==> src/rtl/uart_rx_cfg.sv <==
`timescale 1ns/1ps
// uart_rx_cfg: configurable UART receiver with a runtime prescale, three-sample
// majority vote per bit, false-start rejection, optional parity, 1/2 stop bits
// and framing/parity/break reporting.
//
// Ports:
//   clk, rst            system clock, synchronous active-high reset
//   rx_in               asynchronous serial line (idle high)
//   par_en, par_typ     parity present / parity type (0 even, 1 odd)
//   two_stop            two stop bits expected
//   prescale            clocks per bit (8..63)
//   p_data              last received data word
//   data_valid          one-cycle pulse for an error-free frame
//   par_err, stp_err    status of the last completed frame
//   brk_det             one-cycle pulse for an all-zero (break) frame
//   busy                frame in progress
module uart_rx_cfg #(
    parameter int unsigned DATA_WIDTH  = 8,
    parameter int unsigned SYNC_STAGES = 2
) (
    input  logic                  clk,
    input  logic                  rst,
    input  logic                  rx_in,
    input  logic                  par_en,
    input  logic                  par_typ,
    input  logic                  two_stop,
    input  logic [5:0]            prescale,
    output logic [DATA_WIDTH-1:0] p_data,
    output logic                  data_valid,
    output logic                  par_err,
    output logic                  stp_err,
    output logic                  brk_det,
    output logic                  busy
);

    localparam int unsigned TW  = 6;
    localparam int unsigned BCW = 4;

    typedef enum logic [2:0] {
        S_IDLE,
        S_START,
        S_DATA,
        S_PARITY,
        S_STOP1,
        S_STOP2,
        S_WAIT_HIGH
    } state_t;

    state_t state, state_n;

    logic [SYNC_STAGES-1:0] sync_q;
    logic                   rx_s;

    logic [TW-1:0]          presc_q;
    logic                   par_en_q;
    logic                   par_typ_q;
    logic                   two_stop_q;

    logic [TW-1:0]          tick_cnt;
    logic [BCW-1:0]         bit_cnt;
    logic [DATA_WIDTH-1:0]  shreg;
    logic [2:0]             samp;
    logic                   perr_q;
    logic                   serr_q;
    logic                   zero_q;

    logic [TW-1:0]          mid_c;
    logic                   last_tick_c;
    logic                   in_bit_c;
    logic                   vote_c;
    logic                   frame_done_c;
    logic                   serr_fin_c;
    logic                   brk_fin_c;

    // Input synchroniser, preset to idle-high
    always_ff @(posedge clk) begin
        if (rst) sync_q <= '1;
        else     sync_q <= {sync_q[SYNC_STAGES-2:0], rx_in};
    end

    assign rx_s        = sync_q[SYNC_STAGES-1];
    assign mid_c       = {1'b0, presc_q[TW-1:1]};
    assign last_tick_c = (tick_cnt == presc_q - TW'(1));
    assign in_bit_c    = (state == S_START) || (state == S_DATA) || (state == S_PARITY) ||
                         (state == S_STOP1) || (state == S_STOP2);
    assign vote_c      = (samp[0] & samp[1]) | (samp[0] & samp[2]) | (samp[1] & samp[2]);
    // Final stop verdicts include the bit being evaluated this cycle
    assign serr_fin_c  = serr_q | ~vote_c;
    assign brk_fin_c   = zero_q & ~vote_c;

    // State register
    always_ff @(posedge clk) begin
        if (rst) state <= S_IDLE;
        else     state <= state_n;
    end

    // Next-state logic
    always_comb begin
        state_n      = state;
        frame_done_c = 1'b0;
        case (state)
            S_IDLE: begin
                if (!rx_s) state_n = S_START;
            end
            S_START: begin
                if (last_tick_c) state_n = vote_c ? S_IDLE : S_DATA;
            end
            S_DATA: begin
                if (last_tick_c && (bit_cnt == BCW'(DATA_WIDTH - 1)))
                    state_n = par_en_q ? S_PARITY : S_STOP1;
            end
            S_PARITY: begin
                if (last_tick_c) state_n = S_STOP1;
            end
            S_STOP1: begin
                if (last_tick_c) begin
                    if (two_stop_q) begin
                        state_n = S_STOP2;
                    end else begin
                        frame_done_c = 1'b1;
                        state_n      = serr_fin_c ? S_WAIT_HIGH : S_IDLE;
                    end
                end
            end
            S_STOP2: begin
                if (last_tick_c) begin
                    frame_done_c = 1'b1;
                    state_n      = serr_fin_c ? S_WAIT_HIGH : S_IDLE;
                end
            end
            S_WAIT_HIGH: begin
                if (rx_s) state_n = S_IDLE;
            end
            default: state_n = S_IDLE;
        endcase
    end

    // Datapath: tick/bit counters, voting samples, shift register, status
    always_ff @(posedge clk) begin
        if (rst) begin
            presc_q    <= '0;
            par_en_q   <= 1'b0;
            par_typ_q  <= 1'b0;
            two_stop_q <= 1'b0;
            tick_cnt   <= '0;
            bit_cnt    <= '0;
            shreg      <= '0;
            samp       <= '0;
            perr_q     <= 1'b0;
            serr_q     <= 1'b0;
            zero_q     <= 1'b0;
            p_data     <= '0;
            data_valid <= 1'b0;
            par_err    <= 1'b0;
            stp_err    <= 1'b0;
            brk_det    <= 1'b0;
            busy       <= 1'b0;
        end else begin
            data_valid <= 1'b0;
            brk_det    <= 1'b0;
            busy       <= (state_n != S_IDLE);

            // The start-detect cycle in IDLE is tick 0 of the start bit
            if (state == S_IDLE) begin
                tick_cnt <= rx_s ? TW'(0) : TW'(1);
                if (!rx_s) begin
                    presc_q    <= prescale;
                    par_en_q   <= par_en;
                    par_typ_q  <= par_typ;
                    two_stop_q <= two_stop;
                    bit_cnt    <= '0;
                    perr_q     <= 1'b0;
                    serr_q     <= 1'b0;
                    zero_q     <= 1'b1;
                end
            end else if (in_bit_c) begin
                tick_cnt <= last_tick_c ? TW'(0) : tick_cnt + TW'(1);
            end else begin
                tick_cnt <= '0;
            end

            if (in_bit_c) begin
                if (tick_cnt == mid_c - TW'(1)) samp[0] <= rx_s;
                if (tick_cnt == mid_c)          samp[1] <= rx_s;
                if (tick_cnt == mid_c + TW'(1)) samp[2] <= rx_s;
            end

            if (last_tick_c) begin
                case (state)
                    S_DATA: begin
                        shreg   <= {vote_c, shreg[DATA_WIDTH-1:1]};
                        bit_cnt <= bit_cnt + BCW'(1);
                        if (vote_c) zero_q <= 1'b0;
                    end
                    S_PARITY: begin
                        if (vote_c != ((^shreg) ^ par_typ_q)) perr_q <= 1'b1;
                        if (vote_c) zero_q <= 1'b0;
                    end
                    S_STOP1, S_STOP2: begin
                        if (!vote_c) serr_q <= 1'b1;
                        if (vote_c)  zero_q <= 1'b0;
                    end
                    default: ;
                endcase
            end

            if (frame_done_c) begin
                p_data     <= shreg;
                par_err    <= perr_q;
                stp_err    <= serr_fin_c;
                data_valid <= ~perr_q & ~serr_fin_c;
                brk_det    <= brk_fin_c;
            end
        end
    end

endmodule

==> config.mk <==
export PLATFORM = sky130hd
export DESIGN_NAME = uart_rx_cfg
export DESIGN_NICKNAME = d
export VERILOG_FILES = /design/src/rtl/uart_rx_cfg.sv
export SDC_FILE = /design/constraint.sdc
export NUM_CORES = 1
export LEC_CHECK = 0
export BUFFER_PORTS_ARGS = -buffer_cell sky130_fd_sc_hd__buf_4
export CAP_MARGIN = 30
export CORE_MARGIN = 5
export CORE_UTILIZATION = 55
export DETAILED_ROUTE_END_ITERATION = 8
export GPL_ROUTABILITY_DRIVEN = 0
export PLACE_DENSITY = 0.84
export SYNTH_ARGS = -nofsm -noshare
export SYNTH_HDL_FRONTEND = slang
export SYNTH_SLANG_ARGS = --single-unit
export TNS_END_PERCENT = 1
==> constraint.sdc <==
create_clock -name clk -period 5.48 [get_ports clk]
set_clock_uncertainty 0.05 [all_clocks]
set_input_delay 1.096 -clock clk [delete_from_list [all_inputs] [get_ports clk]]
set_output_delay 1.096 -clock clk [all_outputs]
set_load 0.05 [all_outputs]
=== Word level (Yosys, flattened, before mapping) ===
Index checks and enable logic that the tools add are counted.

* Register bits after elaboration: 51
* Bits in latches: 0
* Bits in writable memories: 0
* ROM bits: 0
* Output and inout bits: 13
* Word-level logic and storage cells: 107
* Memories: 0

* $add $sub $neg: 5
* $mul: 0
* Divide/modulo/power cells: 0
* Magnitude comparators: 0
* Equal/unequal tests: 12
* Shift-type cells: 0
* Multiplexer cells: 39
* Bitwise logic cells: 14
* Reduce and logical (&&, ||, !) cells: 16

{| class="wikitable"
|+ Operators by type and width
! kind !! number
|-
| $mux W3 || 10
|-
| $pmux W3 S7 || 1
|-
| $mux W1 || 19
|-
| $eq A6 B6 Y1 || 3
|-
| $mux W6 || 3
|-
| $mux W4 || 4
|-
| $reduce_and A2 Y1 || 5
|-
| $eq A3 B3 Y1 const B || 3
|-
| $reduce_xor A8 Y1 || 1
|-
| $add A5 B1 Y6 const B || 1
|-
| $add A6 B1 Y6 const B || 1
|-
| $eq A3 B2 Y1 const B || 2
|-
| $eq A6 B5 Y1 || 1
|-
| $sub A5 B1 Y6 const B || 1
|-
| $sub A6 B1 Y6 const B || 1
|-
| $and A1 B1 Y1 || 5
|-
| $not A1 Y1 || 5
|-
| $add A4 B1 Y4 const B || 1
|-
| $eq A4 B3 Y1 const B || 1
|-
| $logic_or A1 B1 Y1 || 4
|-
| $reduce_or A2 Y1 || 2
|-
| $reduce_or A4 Y1 || 1
|-
| $eq A3 B1 Y1 const B || 1
|-
| $logic_not A3 Y1 || 1
|-
| 7 further kinds || 9
|}

=== Depth between registers and ports, before layout ===
* Word-level depth: 10
* Mapped depth: 10
* Depth with buffers taken out: 8

=== Worst setup path before layout ===
No wires, ideal clock.

* Path kind: register to register
* Start point: register presc_q[1]
* End point: register bit_cnt[3]
* Setup time: 0.123 ns
* Data arrival time: 2.153 ns
* Setup slack: 3.154 ns
* Cell stages (with the launch flop): 9
* Path buffers: 0
* Cells stage by stage: dfxtp_1 inv_1 ha_1 a21boi_0 xnor2_2 nand4b_4 nor4b_4 nand4_1 mux2_1

* Word-level cells in the longest chain between the ends: 3

{| class="wikitable"
|+ RTL lines
! item !! line !! RTL
|-
| from (decl) || 54 || <nowiki>logic [TW-1:0] presc_q;</nowiki>
|-
| from (signal assigned) || 167 || <nowiki>presc_q <= prescale;</nowiki>
|-
| $sub A6 B1 Y6 || 83 || <nowiki>assign last_tick_c = (tick_cnt == presc_q - TW'(1));</nowiki>
|-
| $eq A6 B6 Y1 || 83 ||
|-
| $mux W4 || 188 || <nowiki>if (last_tick_c) begin</nowiki>
|-
| to (signal assigned) || 192 || <nowiki>bit_cnt <= bit_cnt + BCW'(1);</nowiki>
|-
| to (decl) || 60 || <nowiki>logic [BCW-1:0] bit_cnt;</nowiki>
|}

No other way between the ends.
A chain may end at the register's enable or synchronous reset.

=== Worst setup path after layout ===
* Start point: register presc_q[2]
* End point: register bit_cnt[3]

The elaborated chain is that of the path after synthesis.

==> qor.yml <==
max-vdd-ir-drop_mv: 0.315
min_period_ns: 3.11
swShare: 0.226
drt-initial-drc-count: 165
htree_num_levels: 2
die_y_um: 80.0
synth_edf_count: 0
die_width_um: 80.0
cts.hold.buffers_added: 0
syn_avg_cell_area_um2: 8.87
yosysWarnings: 0
setup_viol: 0
slew_violations: 0
finish.utilization: 0.633
diodes: 0
endpoint_kind: "register"
p_int_uw: 585
clk_latency_ns: 0.31
grt_max_degree: 48
syn_area_um2: 2700
synth_top_family_by_area: "simple AND/OR/NAND/NOR gates"
min_to: "sync_q[1]$_SDFF_PP1_"
synth_nets: 322
initial_core_util: 0.567
max_cap_violations: 0
outcome: "complete, no violations"
path_cells: "inv_1 > ha_1 > a21boi_0 > xnor2_2 > nand4b_4 > nor4b_4 > nand4_1 > mux2_1"
synth_xor_area_frac: 0.0905
clkPwrFrac: 0.419
cts-root-buf: "clkbuf_8"
post_drt_wl_per_cell_um: 15.0
cts_resized: 0
rr_worst_depth: 8
power.density_nw_per_um2: 251
crit_slowest_cell: "nor4b_4"
worstSetupStartpointType: "register"
min_from: "sync_q[0]$_SDFF_PP1_"
ant_nets: 0
setup_tns_ns: 0
whs_ns: 0.373
grt_pass1_wl_um: 9680
final_cells: 383
syn_inst: 304
via_count: 2165
max-clock-path-buffers: 2
min_path_type: "register to register"
antenna_found_initial: 0
ys_seq_elements: 51
drc: 0
rows: 25
muxShareOfSynthArea: 0.0942
synth_compound_gate_area_share: 0.111
wl_um: 5750
clk_pin_slew_ns: 0.10
max_freq_mhz: 322
worstPathArrival_ns: 3.26
worst_hold_path.num_cells: 1
layout-drive-gt1-share: 0.158
hpwl_um: 3910
fill_cells: 429
dieArea_um2: 6400
slew_headroom: 0.349
synthAdderAreaFrac: 0.0316
worstMarginPinSlew_ns: 0.972
fp.coreArea_um2: 4750
required_ns: 5.64
synthSimpleGateAreaFrac: 0.244
ys_seq_area_frac: 0.379
via_per_inst: 5.65
nNetsFinal: 333
layout_common_cells: "dfxtp_1 (51), nor2_1 (40), nand2_1 (29)"
ioPinCount: 25
p_sw_uw: 171
critPathBufInv: 1
grt_overflow: 0
reg2reg_slack_ns: 2.37
path_max_fanout: 15
min_period_over_period: 0.567
fin_total_pwr_uw: 755
r2r_start: "presc_q[2]$_SDFFE_PP0P_"
postCtsSetupBuffers: 0
grt_usage: 0.195
path_class: "register to register"
dr.pass1.iters: 4
area_delta_synth_final_pct: 11.6
dpl.cell_count: 375
clock-sinks: 51
synth.distinct_cells: 60
synthArstFlopShare: 0
cts_tree: "built"
numCtsBuffers: 5
synth_ff_type: "dfxtp_1"
combPwrFrac: 0.072
path_delay_family: "simple AND/OR/NAND/NOR gates"
power_frac_seq: 0.509
port_buffers: 24
power.leakage_nw: 1.10
grt_pass1_vias: 2059
hold_violations: 0
mostFrequentLayoutCell: "dfxtp_1"
reg2reg_to: "bit_cnt[3]$_SDFF_PP0_"
critPathMaxStageDelay_ns: 0.88
rsz0062_at_grt: "false"
-- cell usage after synthesis, drive strengths merged, types with 5 or more instances --
cell type	count	area share
buf	7	0.019
dfxtp	51	0.38
a21oi	13	0.024
inv	8	0.011
nand3	7	0.013
nand4	5	0.012
ha	6	0.028
mux2i	22	0.082
nand2	29	0.040
nor3	5	0.0093
xor2	8	0.026
clkbuf	14	0.019
nor2	42	0.060
xnor2	19	0.065
-- registers in the layout, summed over array words and instances (netlist names), 2 cells and up --
signal    cells
bit_cnt       4
tick_cnt      6
shreg         8
state         3
presc_q       6
samp          3
p_data        8
sync_q        2
-- routing by layer --
metal,routed length (um),track usage,vias up
met2,2840,0.329,64
met3,286,0.0429,14
li1,-,-,1079
met4,107,0.0693,0
met1,2520,0.243,1008
met5,0,0,-
-- power groups by stage --
stage	clock network (mW)	logic, mW	registers [mW]
3_5_place_dp	0	0.0530	0.392
3_3_place_gp	0	0.0511	0.392
5_1_grt	0.340	0.0594	0.386
6_report	0.317	0.0545	0.384
2_1_floorplan	0	0.0417	0.389
4_1_cts	0.324	0.0543	0.384
-- worst max path at each step --
stage,to,startpoint,cells after the start
after global routing,bit_cnt[3]$_SDFF_PP0_,presc_q[2]$_SDFFE_PP0P_,8
after detailed placement,bit_cnt[3]$_SDFF_PP0_,presc_q[2]$_SDFFE_PP0P_,8
after floorplan,bit_cnt[3]$_SDFF_PP0_,presc_q[1]$_SDFFE_PP0P_,8
after global placement,bit_cnt[3]$_SDFF_PP0_,presc_q[2]$_SDFFE_PP0P_,8
after CTS,bit_cnt[3]$_SDFF_PP0_,presc_q[1]$_SDFFE_PP0P_,8
final,bit_cnt[3]$_SDFF_PP0_,presc_q[2]$_SDFFE_PP0P_,8
-- kinds of logic (layout without fill, tap and decap cells) --
kind of cell               after synthesis  count (layout)
AOI/OAI and AO/OA                       42              42
muxes                                   25              25
and+or+nand+nor                        123             123
buffers and inverters                   29              41
xor gates and xnor gates                27              27
adders and majority gates                7               7
DFF                                     51              51
-- final cells by class --
cell class,instances,area (um^2),area share
clock buffer,5,68.8,0.0229
clock inverter,3,71.3,0.0237
inverter,8,30.0,0.00998
multi-input combinational,224,1550,0.514
tap,67,83.8,0.0279
timing repair buffer,25,188,0.0624
sequential,51,1020,0.339
-- worst reg2reg max path, cell delays in order (launching register included) --
cell and delay, ns:
dfxtp_1 0.50, inv_1 0.15, ha_1 0.23, a21boi_0 0.32
xnor2_2 0.17, nand4b_4 0.17, nor4b_4 0.88, nand4_1 0.20
mux2_1 0.34
-- metrics by stage --
step / setup slack, ns / instance area [um^2]
after global placement: 2.55 / 2870
final: 2.37 / 3010
after floorplan: 3.15 / 2700
after detailed placement: 2.42 / 2870
after CTS: 2.40 / 3010
after global routing: 2.18 / 3010
Power figures use the tool's default switching activity.
